$ cat config.mk
export PLATFORM = sky130hd
export DESIGN_NAME = bram_fifo_uart_tx_flat
export DESIGN_NICKNAME = d
export VERILOG_FILES = /design/src/rtl/bram_fifo_uart_tx_pkg.sv /design/src/rtl/bram_fifo_uart_tx_if.sv /design/src/rtl/bram_fifo_uart_tx_baud_timer.sv /design/src/rtl/bram_fifo_uart_tx.sv /design/src/flat_wrapper.sv
export SDC_FILE = /design/constraint.sdc
export NUM_CORES = 1
export LEC_CHECK = 0
export CELL_PAD_IN_SITES_DETAIL_PLACEMENT = 1
export CELL_PAD_IN_SITES_GLOBAL_PLACEMENT = 2
export CORE_MARGIN = 3
export CORE_UTILIZATION = 32
export DETAILED_ROUTE_END_ITERATION = 7
export PLACE_DENSITY = 0.85
export REMOVE_ABC_BUFFERS = 1
export SYNTH_ARGS = -nofsm -noshare
export SYNTH_HDL_FRONTEND = slang
export SYNTH_SLANG_ARGS = --single-unit
$ cat constraint.sdc
create_clock -name clk -period 2.55 [get_ports clk]
set_clock_uncertainty 0.2 [all_clocks]
set_input_delay 0.6375 -clock clk [delete_from_list [all_inputs] [get_ports clk]]
set_output_delay 0.6375 -clock clk [all_outputs]
set_load 0.005 [all_outputs]
$ cat src/rtl/bram_fifo_uart_tx_pkg.sv
// -----------------------------------------------------------------------------
// uart_pkg
// Shared types and constants for the BRAM FIFO UART drain engine.
//   tx_state_t      : drain FSM states
//   UART_FRAME_BITS : start + 8 data + stop
//   UART_DATA_BITS  : data bits per frame
// -----------------------------------------------------------------------------
package uart_pkg;

    typedef enum logic [2:0] {
        IDLE,
        RD_WAIT,
        START,
        DATA,
        STOP
    } tx_state_t;

    localparam int UART_FRAME_BITS = 10;
    localparam int UART_DATA_BITS  = 8;

endpackage

$ cat src/rtl/bram_fifo_uart_tx_if.sv
// -----------------------------------------------------------------------------
// bram_fifo_uart_tx_if
// Read-port (B side) handshake between the BRAM FIFO and its consumer.
//   data_out_b : FIFO read data, valid the cycle after a pop
//   empty      : FIFO empty flag
//   r_en_b     : one-cycle pop strobe
// Modports:
//   master : the consumer, which initiates pops
//   slave  : the FIFO, which answers them
// -----------------------------------------------------------------------------
interface bram_fifo_uart_tx_if #(
    parameter int DATAW = 32
);
    logic [DATAW-1:0] data_out_b;
    logic             empty;
    logic             r_en_b;

    modport master (
        input  data_out_b,
        input  empty,
        output r_en_b
    );

    modport slave (
        output data_out_b,
        output empty,
        input  r_en_b
    );
endinterface

$ cat src/rtl/bram_fifo_uart_tx_baud_timer.sv
// -----------------------------------------------------------------------------
// uart_baud_timer
// Free-running bit-period counter, 0..CLK_PER_BIT-1.
//   clk  : system clock
//   rst  : synchronous active-high reset
//   clr  : restart the period (asserted on every FSM state change)
//   tick : high on the last cycle of the current bit period
// -----------------------------------------------------------------------------
module uart_baud_timer
    import uart_pkg::*;
#(
    parameter int CLK_PER_BIT = 868
) (
    input  logic clk,
    input  logic rst,
    input  logic clr,
    output logic tick
);
    localparam int              CNT_W    = $clog2(CLK_PER_BIT);
    localparam logic [CNT_W-1:0] CNT_LAST = CNT_W'(CLK_PER_BIT - 1);

    logic [CNT_W-1:0] r_cnt;

    always_ff @(posedge clk) begin
        if (rst || clr) begin
            r_cnt <= '0;
        end else if (r_cnt == CNT_LAST) begin
            r_cnt <= '0;
        end else begin
            r_cnt <= r_cnt + 1'b1;
        end
    end

    assign tick = (r_cnt == CNT_LAST);
endmodule

$ cat src/rtl/bram_fifo_uart_tx.sv
// -----------------------------------------------------------------------------
// bram_fifo_uart_tx
// Drains words from the BRAM FIFO read port and sends each word LSB byte
// first as 8N1 UART frames, with no gap between the bytes of one word.
//   clk   : system clock
//   rst   : synchronous active-high reset
//   fifo  : FIFO read port (data_out_b, empty, r_en_b)
//   txd   : registered serial output, idle high
//   busy  : high from the pop cycle through the last stop-bit cycle
// -----------------------------------------------------------------------------
module bram_fifo_uart_tx
    import uart_pkg::*;
#(
    parameter  int DATAW       = 32,
    parameter  int CLK_PER_BIT = 868,
    localparam int NBYTES      = DATAW / 8
) (
    input  logic                clk,
    input  logic                rst,
    bram_fifo_uart_tx_if.master fifo,
    output logic                txd,
    output logic                busy
);
    localparam int               BYTE_W    = (NBYTES > 1) ? $clog2(NBYTES) : 1;
    localparam logic [BYTE_W-1:0] LAST_BYTE = BYTE_W'(NBYTES - 1);
    localparam logic [2:0]        LAST_BIT  = 3'(UART_DATA_BITS - 1);

    tx_state_t         r_state, w_state_next;
    logic [DATAW-1:0]  r_word;
    logic [BYTE_W-1:0] r_byte_idx, w_byte_idx_next;
    logic [2:0]        r_bit_idx, w_bit_idx_next;
    logic              r_txd, w_txd_next;
    logic              w_tick, w_clr, w_pop, w_latch;
    logic [7:0]        w_byte;

    uart_baud_timer #(
        .CLK_PER_BIT (CLK_PER_BIT)
    ) u_baud_timer (
        .clk  (clk),
        .rst  (rst),
        .clr  (w_clr),
        .tick (w_tick)
    );

    // Pop only from IDLE, so a pop can never land while a word is in flight.
    assign w_pop       = (r_state == IDLE) && !fifo.empty && !rst;
    assign fifo.r_en_b = w_pop;
    assign busy        = ((r_state != IDLE) && !rst) || w_pop;
    assign txd         = r_txd;

    // Any state change restarts the bit period.
    assign w_clr = (w_state_next != r_state);

    // Byte selected by the upcoming byte index, so txd can be registered.
    assign w_byte = 8'(r_word >> {w_byte_idx_next, 3'b000});

    always_comb begin
        w_state_next    = r_state;
        w_byte_idx_next = r_byte_idx;
        w_bit_idx_next  = r_bit_idx;
        w_latch         = 1'b0;
        case (r_state)
            IDLE: begin
                if (w_pop) begin
                    w_state_next = RD_WAIT;
                end
            end
            RD_WAIT: begin
                w_latch         = 1'b1;
                w_byte_idx_next = '0;
                w_state_next    = START;
            end
            START: begin
                if (w_tick) begin
                    w_bit_idx_next = '0;
                    w_state_next   = DATA;
                end
            end
            DATA: begin
                if (w_tick) begin
                    if (r_bit_idx == LAST_BIT) begin
                        w_state_next = STOP;
                    end else begin
                        w_bit_idx_next = r_bit_idx + 1'b1;
                    end
                end
            end
            STOP: begin
                if (w_tick) begin
                    if (r_byte_idx != LAST_BYTE) begin
                        w_byte_idx_next = r_byte_idx + 1'b1;
                        w_state_next    = START;
                    end else begin
                        w_state_next = IDLE;
                    end
                end
            end
            default: begin
                w_state_next = IDLE;
            end
        endcase
    end

    // Line level for the state the FSM is about to enter.
    always_comb begin
        w_txd_next = 1'b1;
        case (w_state_next)
            START:   w_txd_next = 1'b0;
            DATA:    w_txd_next = w_byte[w_bit_idx_next];
            default: w_txd_next = 1'b1;
        endcase
    end

    always_ff @(posedge clk) begin
        if (rst) begin
            r_state    <= IDLE;
            r_word     <= '0;
            r_byte_idx <= '0;
            r_bit_idx  <= '0;
            r_txd      <= 1'b1;
        end else begin
            r_state    <= w_state_next;
            r_byte_idx <= w_byte_idx_next;
            r_bit_idx  <= w_bit_idx_next;
            r_txd      <= w_txd_next;
            if (w_latch) begin
                r_word <= fifo.data_out_b;
            end
        end
    end
endmodule
$ cat src/flat_wrapper.sv
// flat-port wrapper written by rule: the top's interface ports become plain ports
module bram_fifo_uart_tx_flat import uart_pkg::*;
#(
    parameter  int DATAW       = 32,
    parameter  int CLK_PER_BIT = 868,
    localparam int NBYTES      = DATAW / 8
)
  (clk, rst, txd, busy, fifo_data_out_b, fifo_empty, fifo_r_en_b);
  bram_fifo_uart_tx_if #(.DATAW(DATAW)) fifo_i ();
  input  logic clk;
  input  logic rst;
  output logic txd;
  output logic busy;
  input wire logic [$bits(fifo_i.data_out_b)-1:0] fifo_data_out_b;
  input wire logic [$bits(fifo_i.empty)-1:0] fifo_empty;
  output wire logic [$bits(fifo_i.r_en_b)-1:0] fifo_r_en_b;
  assign fifo_i.data_out_b = fifo_data_out_b;
  assign fifo_i.empty = fifo_empty;
  assign fifo_r_en_b = fifo_i.r_en_b;
  bram_fifo_uart_tx #(.DATAW(DATAW), .CLK_PER_BIT(CLK_PER_BIT)) u_core (.clk(clk), .rst(rst), .fifo(fifo_i), .txd(txd), .busy(busy));
endmodule
# Word-level counts from Yosys, hierarchy flattened
# Cells that the tools add are included.
[word_totals]
elab_cells = 49
register_bits = 51
output_inout_bits = 3
inputBits = 35
[classes]
eq_ne = 10
n_mux = 18
shifts = 1
n_reduce_logical = 10
order_cmp = 1
add_sub_neg = 3
[op_table]
columns = ["operator", "n"]
rows = [
  ["$shr A32 B5 Y8", 1],
  ["$mux W3", 8],
  ["$pmux W3 S5", 1],
  ["$eq A3 B2 Y1 const B", 4],
  ["$add A10 B1 Y10 const B", 1],
  ["$eq A10 B10 Y1 const B", 1],
  ["$eq A3 B3 Y1 const B", 2],
  ["$mux W2", 3],
  ["$pmux W3 S2", 1],
  ["$lt A3 B4 Y1 const B", 1],
  ["$pmux W2 S2", 1],
  ["$add A3 B1 Y3 const B", 1],
  ["$bmux W1 S3", 1],
  ["$eq A3 B1 Y1 const B", 1],
  ["$logic_and A1 B1 Y1", 3],
  ["$logic_not A3 Y1", 1],
  ["$ne A3 B3 Y1", 1],
  ["$reduce_bool A3 Y1", 1],
  ["$add A2 B1 Y2 const B", 1],
  ["$logic_not A1 Y1", 2],
  ["$logic_or A1 B1 Y1", 2],
  ["$mux W1", 2],
  ["$ne A2 B2 Y1 const B", 1],
  ["$pmux W1 S2", 1],
  ["$reduce_or A2 Y1", 1],
]

# Logic depth before layout (Yosys ltp)
# Gate-level depths: netlist of run 1.
[depth]
ltp_word = 8
depth_mapped = 10
mapped_depth_nobuf = 8

# By module
# Synthesis of run 1 repeated with hierarchy kept, for this count alone.
[hier_totals]
hier_cells = 360
hier_area_um2 = 2667.6
[by_module_without_submodules]
columns = ["module", "area_each_um2", "cells_per_inst", "instances"]
rows = [
  ["bram_fifo_uart_tx", 2213.4, 307, 1],
  ["uart_baud_timer", 454.2, 53, 1],
]

# Worst setup path before layout of run 1
# OpenSTA, ideal clock, no wires.
[synth_timing]
path_kind = "reg-to-reg"
from = "reg u_core.u_baud_timer.r_cnt[0]"
to = "reg u_core.r_txd, in the netlist u_core.txd"
path_buffers = 2
required_ns = 2.221
setup_ns = 0.129
path_stages_with_launch = 11
synth_period_minus_slack_ns = 2.333
t_arrival_ns = 2.004
path_slack_ns = 0.217
cell_sequence = "dfxtp_1 ha_1 and4bb_4 and4_4 buf_6 a211o_1 buf_6 a221oi_2 o31ai_1 o21ai_2 o211ai_2"
[synth_via]
elab_chain_len = 7
elab_cells_between_ends = 16
cone_classes = "3 x eq/ne; 1 x shift; 12 x mux"
[synth_rtl]
columns = ["element", "line_no", "text"]
rows = [
  ["from (decl)", "bram_fifo_uart_tx_baud_timer.sv:22", "logic [CNT_W-1:0] r_cnt;"],
  ["from (signal assigned)", "bram_fifo_uart_tx_baud_timer.sv:30", "r_cnt <= r_cnt + 1'b1;"],
  ["$eq A10 B10 Y1 *", "bram_fifo_uart_tx_baud_timer.sv:34", "assign tick = (r_cnt == CNT_LAST);"],
  ["$mux W2", "bram_fifo_uart_tx.sv:89", "if (w_tick) begin"],
  ["$pmux W2 S2", "bram_fifo_uart_tx.sv:62", "case (r_state)"],
  ["$shr A32 B5 Y8", "bram_fifo_uart_tx.sv:55", "assign w_byte = 8'(r_word >> {w_byte_idx_next, 3'b000});"],
  ["$bmux W1 S3", "bram_fifo_uart_tx.sv:109", "DATA: w_txd_next = w_byte[w_bit_idx_next];"],
  ["$mux W1 (not written as such)", "bram_fifo_uart_tx.sv:109", ""],
  ["$pmux W1 S2 *", "bram_fifo_uart_tx.sv:107", "case (w_state_next)"],
  ["to (signal assigned)", "bram_fifo_uart_tx.sv:125", "r_txd <= w_txd_next;"],
  ["to (decl)", "bram_fifo_uart_tx.sv:32", "logic r_txd, w_txd_next;"],
]
# Mark *: on every way between the ends. The rest lies on a longest branch, timed or not. The select of a mux whose other input is x is not followed.
# A chain may end at the register's enable or synchronous reset.

# Worst setup path in the final report of run 1
[layout_timing]
from = "in fifo_empty"
to = "out fifo_r_en_b"
[layout_via]
elab_chain_len = 3
[layout_rtl]
columns = ["element", "line_no", "text"]
rows = [
  ["from (decl)", "flat_wrapper.sv:15", "input wire logic [$bits(fifo_i.empty)-1:0] fifo_empty;"],
  ["$logic_not A1 Y1", "bram_fifo_uart_tx.sv:46", "assign w_pop = (r_state == IDLE) && !fifo.empty && !rst;"],
  ["$logic_and A1 B1 Y1 (2 in series)", "bram_fifo_uart_tx.sv:46", ""],
  ["to (decl)", "flat_wrapper.sv:16", "output wire logic [$bits(fifo_i.r_en_b)-1:0] fifo_r_en_b;"],
]
# Every way passes these cells.

==> results of run 1 <==
==> cells in the final DEF, fill, tap and decap left out, types with 3 or more instances in the layout <==
cell	synthesis	routed
a21oi_1	39	38
a22oi_2	3	3
buf_4	1	25
clkbuf_8	0	5
clkdlybuf4s50_1	0	34
dfxtp_1	51	51
inv_1	5	4
mux2i_1	13	13
nand2_1	76	76
nand3_1	6	6
nand4_1	4	4
nor2_1	20	20
nor3_1	8	8
nor3b_1	4	3
nor4b_1	3	3
o22ai_1	3	3
or3_1	4	3
xnor2_1	5	5
xor2_1	5	5
==> worst reg2reg max path, delay by kind of cell (launching register included) <==
kind            cells  cell delay [ns]
mux                 2             0.28
compound gates      3             0.48
buf+inv             1             0.19
flops               1             0.40
simple gates        2             0.75
==> through the flow <==
step / total power (W) / util / TNS (ns) / area, sq um / setup WS, ns
2_1_floorplan: 0.000920 / - / -28.01 / 2500 / -1.52
3_3_place_gp: 0.00103 / 0.407 / -0.776 / 3190 / -0.378
3_5_place_dp: 0.00103 / 0.407 / -0.928 / 3190 / -0.415
4_1_cts: 0.00161 / 0.421 / 0 / 3310 / 0.00812
5_1_grt: 0.00165 / 0.422 / -0.0314 / 3310 / -0.0314
6_report: 0.00158 / 0.422 / 0 / 3310 / 0.0613
==> worst paths after layout <==
check,endpoint,from,slack (ns),depth (start not counted)
setup / recovery,fifo_r_en_b,fifo_empty,0.06,4
hold / removal,u_core.r_word[0],u_core.r_word[0],0.26,2
setup reg to reg,u_core.txd,u_core.u_baud_timer.r_cnt[9],0.15,8
hold reg to reg,u_core.r_word[0],u_core.r_word[0],0.26,2
==> report_power, final <==
part	total (W)	internal, W	switching (W)
registers	0.000834	0.000820	0.0000139
logic	0.000175	0.0000975	0.0000776
clock network	0.000570	0.000297	0.000273
total	0.00158	0.00121	0.000364
==> cell type report <==
| cell class | instances | area (sq um) |
|---|---|---|
| Clock inverter | 2 | 38.8 |
| Sequential cell | 51 | 1020 |
| Inverter | 5 | 18.8 |
| Clock buffer | 6 | 72.6 |
| Tap cell | 102 | 128 |
| Multi-Input combinational cell | 240 | 1480 |
| Timing Repair Buffer | 62 | 559 |
| Fill cell | 954 | 4530 |
==> timing repair <==
item	CTS	global route
hold buffers	0	0
resized for setup	4	3
setup endpoints to repair	2	3
pin swaps	1	1
cloned	0	0
==> kinds of logic (layout without fill, tap and decap cells) <==
group | count (synthesis) | in the layout | share of synthesized area
xor gates and xnor gates | 10 | 10 | 0.0334
AOI/OAI and AO/OA | 67 | 67 | 0.170
muxes | 13 | 13 | 0.0497
DFF | 51 | 51 | 0.390
buffers and inverters | 27 | 75 | 0.0521
and+or+nand+nor | 148 | 148 | 0.295
adders and majority gates | 2 | 2 | 0.00955
==> layer usage <==
| metal | up-vias | global-route usage |
|---|---|---|
| met1 | 1078 | 0.189 |
| li1 | 1197 | - |
| met5 | - | 0 |
| met4 | 0 | 0.0386 |
| met2 | 28 | 0.245 |
| met3 | 7 | 0.0294 |
==> flip-flops by register name, indices dropped and copies added, names as in the netlist <==
name                       count
u_core.r_bit_idx               3
u_core.u_baud_timer.r_cnt     10
u_core.txd                     1
u_core.r_state                 3
u_core.r_word                 32
u_core.r_byte_idx              2
==> qor.csv, run 1 <==
metric;value;unit
CP bufs+invs;3;
worst hold slack;0.263;ns
Cell Chain, Critical Path;clkdlybuf4s50_1 -> or3_4 -> inv_2 -> clkdlybuf4s15_1;
Cells after Synth;318;
Max Root-Sink Buffers;2;
CP Data Arrival Time;1.65;ns
full die area;0.00931;sq mm
DRC Markers;0;
vias in the first global route;2289;
width of the die;96.5;um
Detailed Route Iter0 Violations;68;
top layer used by detailed routing;met4;
Yosys cell types;57;
Pwr per Cell Area;477;mW/mm^2
status;finished, final reports clean;
CTS tree;yes;
Data required, critical path;1.71;ns
gpl congestion;0.799;
total global-route track usage;0.145;
vias per cell;4.94;
Inserted Clock Buffers;5;
post-route ant nets;0;
top-area cell type share of the netlist area;0.390;
clock sinks;51;
global-route wire length before repair;10800;um
Mapped Area;0.00262;sq mm
Die Y;96.5;um
dpl cells;460;
insertion delay to the later sink of the worst-skew pair;0.30;ns
Most used DFF post-synth;dfxtp_1;
routed metal-1 wirelength;3080;um
Synth async-reset ratio;0;
setup repair bufs after CTS;0;
dpl hpwl;4760;um
port buffer count;37;
Met2 Routed Length;2980;um
n_diodes;0;
fin crit period;2.49;ns
CP Capture Type;output port;
Yosys reg bits;51;
core area;0.00785;sq mm
synthesis-to-finish area growth;26.5;%
RSZ-0062 raised after global routing;true;
CTS clk-pin slew, worst paths;0.10;ns
initial antenna violation count;0;
worst slew pin tran;0.474;ns
CP Class;primary input to output port;
First-pass DRT Iterations;6;
Post-synth EDFFs;0;
crit start category;primary input;
largest area contributor in the netlist;dfxtp_1;
Max Freq;402;MHz
initial core utilization;0.334;
Worst Path Max Fanout;2;
CP max stage cell;clkdlybuf4s50_1;
final setup fails;0;
largest net degree at the start of global routing;42;
FP Rows;32;
Final Hold Fails;0;
GRT overflow;0;
Max VDD drop;0.000185;V
Crit path max-delay family;buffers and inverters;
CTS Root Cell;clkbuf_8;
Hold Crit Class;register to register;
relative max-transition margin;0.684;
H-tree Lvls;2;
count of final max-slew check failures;0;
Total Wirelength;6320;um
synth top area cells;dfxtp_1 (39%), nand2_1 (11%), a21oi_1 (7.5%), mux2i_1 (5.0%), nor2_1 (2.9%);
commonest cells in the netlist;nand2_1 (76), dfxtp_1 (51), a21oi_1 (39);
max-cap violations;0;
Lkg Pwr;1.27;nW
nets;402;
boundary pin count;38;
Avg Inst Size Synth;8.24;sq um
WL/cell;13.5;um
Seq/Total Area, Yosys;0.390;
met3 WL;174;um
Slowest Stage Delay on Critical Path;0.42;ns
Non-Filler Instances;468;
most common cell in the netlist;nand2_1;
layout cells sized above 1;0.145;
Tcrit/Tclk final;0.976;
synth warn;0;
routed via count;2310;
(Power assumes the default switching activity.)
==> run 2, diff against run 1 <==
==> constraint.sdc (replaced) <==
create_clock -name clk -period 2.4 [get_ports clk]
set_clock_uncertainty 0.2 [all_clocks]
set_input_delay 0.6 -clock clk [delete_from_list [all_inputs] [get_ports clk]]
set_output_delay 0.6 -clock clk [all_outputs]
set_load 0.005 [all_outputs]
==> run 2 against run 1 <==
  * Sequential share of layout area shrank 1.5 points
  * Sequential power is 6.6% higher
  * Register-to-register slack got worse by 0.09 ns
  * Final cell count increased by 2.6%
  * Non-clock buffer count up 13
  * Final area rose by 6.5%
  * Utilization up 2.7 points
  * Setup slack worse by 0.017 ns
==> qor.csv, run 2 (same netlist as run 1, synthesis figures left out) <==
metric;value;unit;change
Slowest Stage Delay on Critical Path;0.38;ns;-0.04 ns
H-tree Lvls;2;;unchanged
final setup fails;0;;unchanged
Total Wirelength;6920;um;+9.4%
layout cells sized above 1;0.228;;+0.0827
Hold Path Depth;2;;unchanged
Final Hold Fails;0;;unchanged
Post-Place Cell Area;0.00327;sq mm;+2.5%
CTS clk-pin slew, worst paths;0.09;ns;about the same
gpl congestion;0.826;;+3.4%
Tcrit/Tclk final;0.981;;
design area;0.00353;sq mm;+6.5%
Hold Path End;u_core.r_word[14];;
relative max-transition margin;0.711;;+0.0264
initial antenna violation count;0;;unchanged
routed via count;2385;;+3.2%
crit start category;register;;
largest net degree at the start of global routing;42;;unchanged
post-route ant nets;0;;unchanged
RSZ-0062 raised after global routing;true;;
CP max stage cell;or3_1;;
vias per cell;4.97;;+0.67%
max reg flops;32;;unchanged
Non-Filler Instances;480;;+2.6%
Inserted Clock Buffers;5;;unchanged
Lkg Pwr;1.35;nW;+6.2%
port buffer count;37;;unchanged
Pwr per Cell Area;478;mW/mm^2;+0.24%
CP Depth;4;;unchanged
First-pass DRT Iterations;4;;-2
CP Class;register to output port;;
synthesis-to-finish area growth;34.7;%;
boundary pin count;38;;unchanged
Worst Path Max Fanout;5;;+3
FP Rows;32;;unchanged
width of the die;96.5;um;unchanged
Hold Crit Class;register to register;;
max-cap violations;0;;unchanged
global-route wire length before repair;11000;um;+2.2%
total global-route track usage;0.150;;+0.00430
Most flops, register;u_core.r_word;;
CP Capture Type;output port;;
final core occ;0.449;;+0.0273
WL/cell;14.4;um;+6.7%
Detailed Route Iter0 Violations;49;;-28%
insertion delay to the later sink of the worst-skew pair;0.30;ns;about the same
setup ws final;0.0448;ns;-0.0166 ns
CP Data Arrival Time;1.56;ns;-0.09 ns
core area;0.00785;sq mm;unchanged
Post-Place Worst Slack;-0.468;ns;-0.0532 ns
nets;415;;+3.2%
CTS Root Cell;clkbuf_8;;
commonest cells after routing, fill and taps aside;nand2_1 (76), dfxtp_1 (44), a21oi_1 (38), clkdlybuf4s50_1 (33), buf_4 (33);;
clock sinks;51;;unchanged
most common cell after layout, fill and taps aside;nand2_1;;
Data required, critical path;1.60;ns;-0.11 ns
dpl hpwl;4990;um;+4.9%
full die area;0.00931;sq mm;unchanged
CP bufs+invs;2;;-1
Max VDD drop;0.000186;V;+0.34%
n_diodes;0;;unchanged
Max Freq;425;MHz;
Max Root-Sink Buffers;2;;unchanged
worst reg-to-reg path cell count;8;;unchanged
initial core utilization;0.334;;unchanged
Crit path max-delay family;simple AND/OR/NAND/NOR gates;;
count of final max-slew check failures;0;;unchanged
fin crit period;2.36;ns;
vias in the first global route;2373;;+3.7%
dpl cells;469;;+2.0%
min-delay src;u_core.r_word[14];;
RR Startpoint;u_core.u_baud_timer.r_cnt[0];;
Total Power;0.00168;W;+6.7%
status;finished, final reports clean;;
CTS tree;yes;;
FILL cells;960;;+0.63%
Cell Chain, Critical Path;or3_1 -> or3_4 -> inv_2 -> buf_2;;
Die Y;96.5;um;unchanged
Largest regs;u_core.r_word: 32 flops, u_core.u_baud_timer.r_cnt: 10 flops;;
worst slew pin tran;0.434;ns;-0.0397 ns
worst r2r dst;u_core.txd;;
GRT overflow;0;;unchanged
DRC Markers;0;;unchanged
r2r setup slk;0.06;ns;-0.09 ns
==> run 2: how the worst max path moves through the flow <==
stage	startpoint	endpoint	slack, ns
6_report	u_core.r_state[0]	fifo_r_en_b	0.04
5_1_grt	u_core.u_baud_timer.r_cnt[0]	u_core.txd	-0.06
3_5_place_dp	rst	fifo_r_en_b	-0.47
2_1_floorplan	u_core.r_state[0]	u_core.txd	-1.67
3_3_place_gp	rst	fifo_r_en_b	-0.46
4_1_cts	u_core.r_state[2]	fifo_r_en_b	-0.06
==> run 2: area by class of cell <==
class / instances / area [sq um] / area share
multi-input combinational: 240 / 1560 / 0.443
sequential: 51 / 1030 / 0.293
timing repair buffer: 75 / 678 / 0.192
tap: 102 / 128 / 0.0362
clock buffer: 5 / 68.8 / 0.0195
clock inverter: 2 / 37.5 / 0.0106
inverter: 5 / 18.8 / 0.00532
==> run 2: repair_timing <==
action / CTS / global route
resized for setup: 10 / 28
endpoints found under the setup margin: 3 / 3
pin swaps: 5 / 14
buffers inserted: 1 / 3
hold buffers: 0 / 0
==> run 2: through the flow <==
step,TNS (ns),hold WS (ns)
global placement,-1.06,0.241
global route,-0.0671,0.278
floorplan,-33.11,0.225
finish,0,0.255
CTS,-0.0605,0.259
detailed placement,-1.28,0.245
==> run 2: power by group <==
group | switching, W | internal [W] | leakage (nW)
Clock | 0.000286 | 0.000305 | 0.0502
Sequential | 0.0000168 | 0.000872 | 0.417
Combinational | 0.0000901 | 0.000115 | 0.879
Total | 0.000393 | 0.00129 | 1.35
==> run 2: worst register-to-register path: cells and delay by family (launching register included) <==
kind / cells / cell delay [ns]
buffers and inverters: 1 / 0.16
adders and majority gates: 1 / 0.17
muxes: 1 / 0.13
AOI/OAI and AO/OA: 3 / 0.78
and+or+nand+nor: 2 / 0.46
DFF: 1 / 0.34
==> run 2: routing by layer <==
metal / global-route usage / routed length (um) / vias up
met1: 0.198 / 3270 / 1113
met3: 0.0271 / 198 / 11
met2: 0.247 / 3310 / 35
met5: 0 / 0 / -
li1: - / - / 1226
met4: 0.0479 / 137 / 0
==> run 3, diff against run 2 <==
--- a/config.mk
+++ b/config.mk
@@ -8,9 +8,10 @@
 export CELL_PAD_IN_SITES_DETAIL_PLACEMENT = 1
 export CELL_PAD_IN_SITES_GLOBAL_PLACEMENT = 2
 export CORE_MARGIN = 3
-export CORE_UTILIZATION = 32
+export CORE_UTILIZATION = 37
 export DETAILED_ROUTE_END_ITERATION = 7
-export PLACE_DENSITY = 0.85
+export DONT_BUFFER_PORTS = 1
+export PLACE_DENSITY = 0.84
 export REMOVE_ABC_BUFFERS = 1
 export SYNTH_ARGS = -nofsm -noshare
 export SYNTH_HDL_FRONTEND = slang
==> run 3 against run 2 <==
  * Total power fell by 7.9%
  * Via count fell by 3.9%
  * Utilization rose by 1.8 points
  * Count of clock-buffer cells in the layout did not move
  * Clock power fell by 10%
  * Largest power group unchanged
  * Combinational power fell by 37%
  * Highest routed layer unchanged
  * Sequential share of layout area rose by 3.2 points
  * Critical endpoint unchanged
  * Sequential power barely moved
==> qor.csv, run 3 (same netlist as run 1, synthesis figures left out) <==
metric;value;unit;change
GRT overflow;0;;unchanged
vias per cell;5.22;;+5.0%
n_diodes;0;;unchanged
routed via count;2291;;-3.9%
Most flops, register;u_core.r_word;;
Hold Path Depth;1;;-1
r2r setup slk;0.08;ns;+0.02 ns
Detailed Route Iter0 Violations;80;;+63%
CTS clk-pin slew, worst paths;0.10;ns;about the same
vias in the first global route;2362;;-0.46%
insertion delay to the later sink of the worst-skew pair;0.31;ns;about the same
FP Rows;30;;-6.3%
initial antenna violation count;0;;unchanged
global-route wire length before repair;11500;um;+4.6%
width of the die;90.1;um;-6.6%
initial core utilization;0.383;;+0.0496
CP Capture Type;output port;;
Data required, critical path;1.60;ns;about the same
CTS tree;yes;;
dpl hpwl;4750;um;-4.9%
Hold Path End;u_core.r_word[9];;
max reg flops;32;;unchanged
total global-route track usage;0.171;;+0.0212
Worst Path Max Fanout;4;;-1
CP Class;register to output port;;
status;finished, final reports clean;;
port buffer count;0;;-100%
full die area;0.00812;sq mm;-13%
RR Startpoint;u_core.u_baud_timer.r_cnt[4];;
RSZ-0062 raised after global routing;true;;
fin crit period;2.34;ns;-0.0115 ns
Total Wirelength;6820;um;-1.4%
CP Data Arrival Time;1.54;ns;-0.02 ns
Final Hold Fails;0;;unchanged
worst hold slack;0.142;ns;-0.113 ns
count of final max-slew check failures;0;;unchanged
crit start category;register;;
WL/cell;15.5;um;+7.9%
Max Freq;427;MHz;+0.49%
First-pass DRT Iterations;4;;unchanged
Max Root-Sink Buffers;2;;unchanged
commonest cells after routing, fill and taps aside;nand2_1 (76), dfxtp_1 (43), a21oi_1 (38), buf_4 (36), nor2_1 (19);;
min-delay src;rst;;
core area;0.00683;sq mm;-13%
Largest regs;u_core.r_word: 32 flops, u_core.u_baud_timer.r_cnt: 10 flops;;
max-cap violations;0;;unchanged
Non-Filler Instances;439;;-8.5%
Inserted Clock Buffers;5;;unchanged
H-tree Lvls;2;;unchanged
worst r2r dst;u_core.txd;;
Hold Crit Class;primary input to register;;
largest net degree at the start of global routing;44;;+4.8%
FILL cells;825;;-14%
gpl congestion;0.777;;-5.9%
CTS Root Cell;clkbuf_8;;
worst slew pin tran;0.611;ns;+0.177 ns
clock sinks;51;;unchanged
Tcrit/Tclk final;0.977;;-0.00481
post-route ant nets;0;;unchanged
layout cells sized above 1;0.262;;+0.0349
Lkg Pwr;1.19;nW;-11%
worst reg-to-reg path cell count;8;;unchanged
Total Power;0.00155;W;-7.9%
Post-Place Worst Slack;-0.0173;ns;+0.450 ns
synthesis-to-finish area growth;22.0;%;
DRC Markers;0;;unchanged
final core occ;0.468;;+0.0183
final setup fails;0;;unchanged
boundary pin count;38;;unchanged
Die Y;90.1;um;-6.6%
nets;379;;-8.7%
Max VDD drop;0.000312;V;+67%
most common cell after layout, fill and taps aside;nand2_1;;
Pwr per Cell Area;486;mW/mm^2;+1.7%
dpl cells;422;;-10%
setup ws final;0.0563;ns;+0.0115 ns
CP Launch Point;u_core.r_state[2];;
relative max-transition margin;0.591;;-0.120
==> run 3: cell type report <==
class,instances,area (sq um),share of cell area
multi-input cells,240,1620,0.506
flip-flops and latches,51,1040,0.324
repair buffers,39,304,0.0951
well taps,96,120,0.0376
clock buffers,5,68.8,0.0215
clock inverters,3,27.5,0.00861
inverters,5,21.3,0.00666
==> run 3: critical path, cell delays in order (launching register included) <==
cell and delay (ns):
dfxtp_4 0.37, or3_1 0.36, or3_4 0.36, inv_4 0.07, buf_6 0.08
==> run 3: how the worst max path moves through the flow <==
stage / to / cells after the start
after detailed placement: u_core.txd / 10
after floorplan: u_core.txd / 6
after global placement: u_core.txd / 8
final: fifo_r_en_b / 4
after global routing: u_core.txd / 11
after CTS: fifo_r_en_b / 4
==> run 3: where the power goes <==
group	total [W]	switching (W)	internal [W]
Sequential	0.000890	0.0000187	0.000871
Combinational	0.000129	0.0000695	0.0000598
Clock	0.000533	0.000319	0.000215
Total	0.00155	0.000407	0.00115
==> run 3: layer usage <==
layer	GRT usage	routed length (um)	vias up
met5	0	0	-
li1	-	-	1161
met1	0.221	3090	1100
met2	0.297	3490	26
met3	0.0318	194	4
met4	0.0344	45	0
==> run 3: stage by stage <==
| stage | setup TNS, ns | instance area, sq um |
|---|---|---|
| 5_1_grt | -0.0837 | 3200 |
| 3_3_place_gp | 0 | 2850 |
| 2_1_floorplan | -33.11 | 2500 |
| 3_5_place_dp | -0.0173 | 2850 |
| 6_report | 0 | 3200 |
| 4_1_cts | 0 | 2990 |
==> run 3: timing repair <==
item                                    in CTS  in global routing
pin swaps                                    4                 11
buffers inserted                             4                  7
gates resized for setup                     11                 27
cloned                                       0                  0
hold buffers                                 0                  0
endpoints found under the setup margin       2                  3
